`config.mk`:
```
export PLATFORM = sky130hd
export DESIGN_NAME = mfu_fusion_mult_flat
export DESIGN_NICKNAME = d
export VERILOG_FILES = /design/src/rtl/mfu_fusion_mult_if.sv /design/src/rtl/mfu_fusion_mult.sv /design/src/flat_wrapper.sv
export SDC_FILE = /design/constraint.sdc
export NUM_CORES = 1
export LEC_CHECK = 0
export ABC_AREA = 1
export CAP_MARGIN = 5
export CORE_MARGIN = 5
export CORE_UTILIZATION = 52
export CTS_CLUSTER_DIAMETER = 200
export CTS_CLUSTER_SIZE = 8
export DETAILED_ROUTE_END_ITERATION = 12
export PLACE_DENSITY_LB_ADDON = 0.25
export SLEW_MARGIN = 20
export SYNTH_ARGS = -nofsm -noshare
export SYNTH_HDL_FRONTEND = slang
export SYNTH_SLANG_ARGS = --single-unit
```
`constraint.sdc`:
```
create_clock -name clk -period 0.9 [get_ports clk]
set_input_delay 0.18 -clock clk [delete_from_list [all_inputs] [get_ports clk]]
set_output_delay 0.18 -clock clk [all_outputs]
set_load 0.005 [all_outputs]
```
`src/rtl/mfu_fusion_mult_if.sv`:
```
// Operand/result bundle for the fusion multiply unit.
// Master drives a, b and mode; the multiply unit (slave) drives p.
interface mfu_fusion_mult_if;
    logic        [7:0]  a;
    logic        [7:0]  b;
    logic        [1:0]  mode;
    logic signed [15:0] p;

    modport master (
        output a,
        output b,
        output mode,
        input  p
    );

    modport slave (
        input  a,
        input  b,
        input  mode,
        output p
    );
endinterface

```
`src/rtl/mfu_fusion_mult.sv`:
```
// Multi-precision signed multiply (8x8, 2-lane 4x4 dot, 4-lane 2x2 dot).
// Ports: clk, nrst (async active-low), bus.slave {a, b, mode in; p out, registered}.
module mfu_fusion_mult (
    input  logic                clk,
    input  logic                nrst,
    mfu_fusion_mult_if.slave    bus
);

    logic signed [15:0] a_ext;
    logic signed [15:0] b_ext;
    logic signed [15:0] prod8;
    logic signed [15:0] lane_a;
    logic signed [15:0] lane_b;
    logic signed [15:0] dot4;
    logic signed [15:0] dot2;
    logic signed [15:0] p_d;
    logic signed [15:0] p_q;

    // Everything is done at 16 bits: each product's true value fits,
    // so the low 16 bits of the wide products are exact.
    always_comb begin
        a_ext  = {{8{bus.a[7]}}, bus.a};
        b_ext  = {{8{bus.b[7]}}, bus.b};
        prod8  = a_ext * b_ext;

        lane_a = '0;
        lane_b = '0;

        dot4 = '0;
        for (int i = 0; i < 2; i++) begin
            lane_a = {{12{bus.a[4*i+3]}}, bus.a[4*i +: 4]};
            lane_b = {{12{bus.b[4*i+3]}}, bus.b[4*i +: 4]};
            dot4   = dot4 + lane_a * lane_b;
        end

        dot2 = '0;
        for (int i = 0; i < 4; i++) begin
            lane_a = {{14{bus.a[2*i+1]}}, bus.a[2*i +: 2]};
            lane_b = {{14{bus.b[2*i+1]}}, bus.b[2*i +: 2]};
            dot2   = dot2 + lane_a * lane_b;
        end

        case (bus.mode)
            2'd0:    p_d = prod8;
            2'd1:    p_d = dot4;
            2'd2:    p_d = dot2;
            default: p_d = '0;
        endcase
    end

    always_ff @(posedge clk or negedge nrst) begin
        if (!nrst) begin
            p_q <= '0;
        end else begin
            p_q <= p_d;
        end
    end

    assign bus.p = p_q;

endmodule

```
`src/flat_wrapper.sv`:
```
// flat-port wrapper written by rule: the top's interface ports become plain ports
module mfu_fusion_mult_flat 
  (clk, nrst, bus_a, bus_b, bus_mode, bus_p);
  mfu_fusion_mult_if bus_i ();
  input  logic clk;
  input  logic nrst;
  input wire logic [$bits(bus_i.a)-1:0] bus_a;
  input wire logic [$bits(bus_i.b)-1:0] bus_b;
  input wire logic [$bits(bus_i.mode)-1:0] bus_mode;
  output wire logic [$bits(bus_i.p)-1:0] bus_p;
  assign bus_i.a = bus_a;
  assign bus_i.b = bus_b;
  assign bus_i.mode = bus_mode;
  assign bus_p = bus_i.p;
  mfu_fusion_mult u_core (.clk(clk), .nrst(nrst), .bus(bus_i));
endmodule
```
---- Word level (Yosys, flattened, before mapping) ----
Cells that the tools add are included.
operators by class
  bitwise logic cells ..................... 0
  mux-type cells .......................... 1
  equal/unequal tests ..................... 2
  magnitude comparators ................... 0
  shift operators ......................... 0
  add/sub/neg operators ................... 4
  div/mod/pow operators ................... 0
  $mul .................................... 7
  reduce and logical (&&, ||, !) cells .... 1
operator list
  operator                                                          count
  16-bit adder                                                      4
  16-bit case mux with 3 select lines                               1
  2-bit by 2-bit multiplier with 4-bit output                       4
  4-bit by 4-bit multiplier with 8-bit output                       2
  8-bit by 8-bit multiplier with 16-bit output                      1
  2-bit by 1-bit == test with 1-bit output (second input constant)  1
  2-bit == test (second input constant)                             1
  2-bit zero test                                                   1
storage, ports and cells
  latch bits .............................. 0
  memory bits (read-only) ................. 0
  memories ................................ 0
  memory bits (writable) .................. 0
  input bits .............................. 20
  word-level logic and storage cells ...... 16
  flip-flop bits (word level) ............. 16

---- Depth between registers and ports, before layout ----
Gate-level depths: netlist of the first run.
  depth in word-level cells ............... 5
  gate-level depth with buffers ........... 24
  depth with buffers taken out ............ 23

---- Worst setup path after synthesis of the first run ----
No wires, ideal clock.
  path kind ............................... input to register
  start ................................... in bus_a[4]
  end ..................................... reg u_core.p_q[10], in the netlist u_core.bus.p[10]
  data required time ...................... 0.780 ns
  slack ................................... -3.424 ns
  cell stages on the path ................. 22
  arrival time ............................ 4.203 ns
  library setup time ...................... 0.120 ns
  path through ............................ clkbuf_1 > or2_2 > fa_1 > fa_1 > inv_1 > fa_1 > ha_1 > fa_1 > nand3_1 > nand2_1 > xor2_4 > xor2_1 > ha_1 > nand2_1 > nor2_1 > nand2_1 > nand3_1 > nand2_1 > nand2_1 > nand2_1 > inv_2 > nand2_1
between the ends
  word-level cells in the longest chain between the ends .. 4
  elaborated cells on any way between the ends .. 7
RTL lines
  item                                         RTL line               text
  start: declaration                           flat_wrapper.sv:7      input wire logic [$bits(bus_i.a)-1:0] bus_a;
  2-bit by 2-bit multiplier with 4-bit output  mfu_fusion_mult.sv:40  dot2 = dot2 + lane_a * lane_b;
  16-bit adder (2 in series)                   mfu_fusion_mult.sv:40
  16-bit case mux with 3 select lines *        mfu_fusion_mult.sv:43  case (bus.mode)
  net u_core.p_d[10]                           mfu_fusion_mult.sv:16  logic signed [15:0] p_d;
  end signal: assignment                       mfu_fusion_mult.sv:55  p_q <= p_d;
  end: declaration                             mfu_fusion_mult.sv:17  logic signed [15:0] p_q;
The timed path passes the listed nets; every way through them passes the cells marked *.

---- Final worst setup path of the first run ----
Ends and elaborated chain as after synthesis.

==> flow_summary.ini, run 1 <==
[drt]
routed_wl_um = 16390
vias = 5187
drt_iter0_drc = 274
via_per_inst = 5.090
ant_nets = 0
wl_per_cell_um = 16.08
drcViolationCount = 0
first_pass_iters = 5

[timing]
setup_tns_ns = -41.42
fin_ws_ns = -3.064
grt_setup_unrepaired = yes
max_freq_ghz = 0.2523
drv_slew = 0
finalCriticalPeriod_ns = 3.964
fin_crit_sh_pct = 440.4
finalSetupViolations = 29
maxSlewHeadroom_pct = 71.42
tightest_slew_ns = 0.4256
hold_viol = 0

[power_and_ir_drop]
vdd_ir_drop_max_mv = 2.740
leakage_nw = 4.326
total_power_w = 0.02203
p_per_area_nw_per_um2 = 2836

[final_layout]
n_antenna_cell = 0
finish.utilization_pct = 75.91
final_nets = 1063
fillers = 713
fin_area_sq_um = 7766
layout-drive-gt1-share_pct = 36.81
largest_reg_flops = 16
finalNonFillerCells = 1019
syn_to_final_growth_pct = 43.55

[yosys]
ys_types = 36
synth-edff-count = 0
synthMuxAreaShare_pct = 0
synthFlopType = dfrtp_1
synthesis.instances = 717
yosysWarnings = 0
synth_top_family_by_area = adder cells
synthXorXnorAreaFrac_pct = 3.076
syn_nets = 896
syn_avg_cell_area_sq_um = 7.546
yosysSeqAreaShare_pct = 7.401
yosys.area_share.adder_pct = 48.98
synth-compound-area-share_pct = 5.389
synthSimpleGateAreaFrac_pct = 19.77
synth_area_sq_um = 5410
synth.ff_latch_count = 16
async_flop_share_pct = 100.0

[worst_setup_path]
critPathMaxStageDelay_ns = 0.54
startpoint = bus_a[4]
worst_ep_arrival_time_ns = 4.10
path_buf_inv = 3
crit_family = adder cells
startpoint_type = input port
critical_path.most_common_cell = nand2_1
path_class = in -> reg
end_kind = register
crit_slowest_cell = fa_1
crit_required_ns = 1.04
path_cells = buf_6 > or2_4 > fa_1 > fa_1 > inv_2 > fa_1 > ha_2 > fa_2 > nand3_4 > nand2_4 > xor2_4 > xor2_2 > ha_4 > nand2_2 > nor2_2 > nand2_1 > nand3_1 > nand2_1 > nand2_1 > nand2_1 > inv_2 > nand2_2
crit_fanout = 4

[floorplanning]
initial_core_util_pct = 52.88
rows = 37
fp.coreArea_sq_um = 10230
ios = 36
die_x_um = 112
die_area_sq_um = 12540
die_y_um = 112

[clock_tree]
cts.sinks = 16
path_clk_slew_ns = 0.07
clockBufferDepth = 2
numCtsBuffers = 3
tritoncts = done
htree_levels = 1
root_buffer = clkbuf_8
ctsHoldBuffers = 0

[run_status]
violations = setup timing
status = complete, but fails checks

[job]
cap_violations = 0

[global_route]
grt_util_all_layers_pct = 26.83
grt-ovfl-total = 0
grt_pass1_vias = 5727
antenna_found_initial = 0
grt_pass1_wl_um = 27120
grt_max_degree = 17

[placed_design]
dp_hpwl_um = 12910
placedCellCount = 993
place_area_sq_um = 6923
port_buffers = 35
gp_congestion = 0.9234

[worst_hold_path]
hp-class = in -> async
==> through the flow <==
| stage | setup slack [ns] | hold slack [ns] |
|---|---|---|
| after floorplan | -3.133 | -0.1156 |
| after global placement | -3.672 | 0.5104 |
| after detailed placement | -3.747 | 0.5130 |
| after CTS | -3.019 | 0.2451 |
| after global routing | -3.233 | 0.2649 |
| final | -3.064 | 0.2381 |
==> power by group <==
part	leakage (nW)	switching [W]	total, W	internal, W
clock network	0.0288	0.000242	0.000630	0.000388
logic	4.10	0.0107	0.0203	0.00958
registers	0.201	0.0000718	0.00112	0.00105
==> routing by layer <==
metal / GRT usage, % / up-vias / part of all wire, % / wire length [um]
met2: 50.28 / 167 / 52 / 8562
met5: 0 / - / 0 / 0
li1: - / 2452 / - / -
met4: 9.295 / 0 / 3.9 / 638
met3: 2.337 / 49 / 4.4 / 718
met1: 32.09 / 2519 / 39 / 6466
==> worst max path at each step <==
stage	end	cells after the start
finish	u_core.bus.p[10]	22
global placement	u_core.bus.p[15]	19
floorplan	u_core.bus.p[7]	16
global route	u_core.bus.p[10]	22
CTS	u_core.bus.p[7]	16
detailed placement	u_core.bus.p[10]	23
==> final cells by class <==
cell class	count	area (sq um)	share of cell area [%]
Multi-Input combinational cell	486	4917	63.32
Sequential cell	16	400.4	5.155
Clock buffer	4	55.05	0.7089
Inverter	198	760.7	9.795
Tap cell	136	170.2	2.191
Timing Repair Buffer	179	1463	18.83
==> cell usage in the layout (no fill, tap or decap), drive strengths merged, types with 3 or more instances in the layout <==
cell type	n
nand4	3
nand3	33
o21ai	20
nand2	183
xor2	11
a21oi	23
inv	198
dfrtp	16
buf	174
or2	5
xnor2	5
nor2	31
ha	71
clkdlybuf4s50	3
clkbuf	4
fa	88
==> synthesized netlist by cell type (2+ instances only) <==
master    count  area (sq um)
inv_1       192         720.7
nand2_1     180         675.7
fa_1         88          1762
ha_1         71         888.4
nand3_1      32         160.2
nor2_1       31         116.4
a21oi_1      22         110.1
dfrtp_1      16         400.4
o21ai_0      13         65.06
clkbuf_1     11         41.29
xor2_1        9         78.83
o21ai_1       7         35.03
inv_2         6         22.52
xnor2_1       5         43.79
nand4_1       3         18.77
or2_2         3         18.77
a21o_1        2         15.01
buf_2         2         10.01
buf_4         2         15.01
buf_6         2         22.52
nand3b_1      2         15.01
o211ai_1      2         15.01
o22ai_1       2         12.51
or2_1         2         12.51
==> repair_timing <==
item | CTS | global route
pin swaps | 90 | 31
setup endpoints to repair | 32 | 32
setup buffers | 19 | 5
resized for setup | 258 | 31
==> cells by family after synthesis <==
logic type | after synthesis
fa+ha+maj | 159
buf+inv | 215
xor+xnor | 16
simple gates | 258
compound gates | 53
flops | 16
Note: power is estimated with default switching activity, not from simulation.
==> inputs of run 2 (changes only) <==
- SLEW_MARGIN: 20 -> 25
==> results of run 2 <==
Same layout as run 1: the final DEF is identical, and so are final timing and power.
==> inputs of run 3 (changes only) <==
- clock period: 0.9 -> 3.66 ns (I/O delays scaled with it)
==> run 3 against run 2 <==
The run still ends with setup timing left. Sequential power down 75%. Global-route usage shrank 0.39 points. Utilization up 0.71 points. Sequential cell count is the same.
==> flow_summary.ini, run 3 (synthesis results as in run 1) <==
[worst_setup_path]
crit_fanout = 5
startpoint_type = input port
end_kind = register
critical_path.most_common_cell = nand2_1
worst_ep_arrival_time_ns = 4.66
path_buf_inv = 3
crit_slowest_cell = fa_2
path_cells = buf_6 > or2_4 > fa_2 > fa_1 > inv_1 > fa_1 > ha_2 > fa_2 > nand3_2 > nand2_2 > xor2_4 > xor2_2 > ha_4 > nand2_2 > nor2_1 > nand2_1 > nand3_1 > nand2_1 > nand2_1 > nand2_1 > inv_2 > nand2_1
crit_required_ns = 3.79
crit_cells = 22
critPathMaxStageDelay_ns = 0.60
path_class = in -> reg
crit_family = adder cells

[clock_tree]
numCtsBuffers = 3
ctsHoldBuffers = 0
cts.sinks = 16
path_clk_slew_ns = 0.06
clockBufferDepth = 2
root_buffer = clkbuf_8
tritoncts = done
htree_levels = 1

[final_layout]
final_common_cell = inv_1
fillers = 640
syn_to_final_growth_pct = 44.89
finish.utilization_pct = 76.62
layout_common_cells = inv_1 (173), nand2_1 (147), buf_4 (115), fa_1 (72), ha_1 (39)
largest_reg_flops = 16
final_nets = 1059
layout-drive-gt1-share_pct = 36.75
n_antenna_cell = 0

[drt]
drcViolationCount = 0
routed_wl_um = 17470
ant_nets = 0
drt_iter0_drc = 314
first_pass_iters = 5
via_per_inst = 5.222
wl_per_cell_um = 17.21
vias = 5300

[timing]
fin_ws_ns = -0.8662
fin_crit_sh_pct = 123.7
whs_ns = 0.8977
finalSetupViolations = 13
drv_slew = 0
grt_setup_unrepaired = yes
max_freq_ghz = 0.2209
hold_viol = 0
tightest_slew_ns = 0.7806
setup_tns_ns = -8.685
finalCriticalPeriod_ns = 4.526
maxSlewHeadroom_pct = 47.77

[global_route]
grt_pass1_vias = 5650
antenna_found_initial = 0
grt_pass1_wl_um = 26940
grt-ovfl-total = 0
grt_util_all_layers_pct = 26.44
grt_max_degree = 17

[floorplanning]
initial_core_util_pct = 52.88
die_x_um = 112
die_area_sq_um = 12540
rows = 37
fp.coreArea_sq_um = 10230
die_y_um = 112
ios = 36

[power_and_ir_drop]
leakage_nw = 4.256
p_per_area_nw_per_um2 = 734.1
total_power_w = 0.005755
vdd_ir_drop_max_mv = 0.4899

[run_status]
violations = setup timing
status = complete, but fails checks

[placed_design]
port_buffers = 35
gp_congestion = 0.9413
dp_hpwl_um = 12570

[worst_hold_path]
hp-class = in -> async

[job]
cap_violations = 0
## run 3: cell types whose count changed in the layout (fill, tap and decap cells not counted), sizes merged
cell	change
clkdlybuf4s15	+2
buf	-24
clkbuf	+1
dlygate4sd2	+1
clkdlybuf4s50	+16
## run 3: worst max-delay path by stage
| stage | slack [ns] | to | start |
|---|---|---|---|
| after floorplan | -0.92 | u_core.bus.p[7] | bus_a[4] |
| after global placement | -1.48 | u_core.bus.p[15] | bus_b[3] |
| after detailed placement | -1.60 | u_core.bus.p[15] | bus_b[7] |
| after CTS | -0.83 | u_core.bus.p[10] | bus_a[4] |
| after global routing | -1.03 | u_core.bus.p[10] | bus_a[4] |
| final | -0.87 | u_core.bus.p[10] | bus_a[4] |
## run 3: area by class of cell
class / count / area (sq um) / area share (%)
multi-input combinational: 486 / 4987 / 63.62
timing repair buffer: 175 / 1478 / 18.85
inverter: 198 / 748.2 / 9.545
sequential: 16 / 400.4 / 5.108
tap: 136 / 170.2 / 2.171
clock buffer: 4 / 55.05 / 0.7023
## run 3: metal layers
| layer | global-route usage, % | vias up | share of wire, % |
|---|---|---|---|
| met5 | 0 | - | 0 |
| met4 | 11.38 | 0 | 4.7 |
| met3 | 2.011 | 68 | 5.2 |
| met2 | 48.88 | 226 | 52 |
| met1 | 31.42 | 2572 | 38 |
| li1 | - | 2434 | - |
## run 3: what timing repair did
action                                  in CTS  in global routing
setup buffers                               23                  8
pin swaps                                   95                 49
endpoints found under the setup margin      14                 13
cloned                                       1                  0
resized for setup                          190                 42
## run 3: metrics by stage
step                      setup slack (ns)  instance area [sq um]  std cells
final                              -0.8662                   7839       1015
after global routing                -1.035                   7839       1015
after CTS                          -0.8280                   7631       1007
after detailed placement            -1.600                   6788        985
after global placement              -1.479                   6788        985
after floorplan                    -0.9249                   5545        717
## run 3: where the power goes
group	internal (W)	switching, W
Clock	0.0000952	0.0000554
Combinational	0.00256	0.00277
Sequential	0.000258	0.0000184
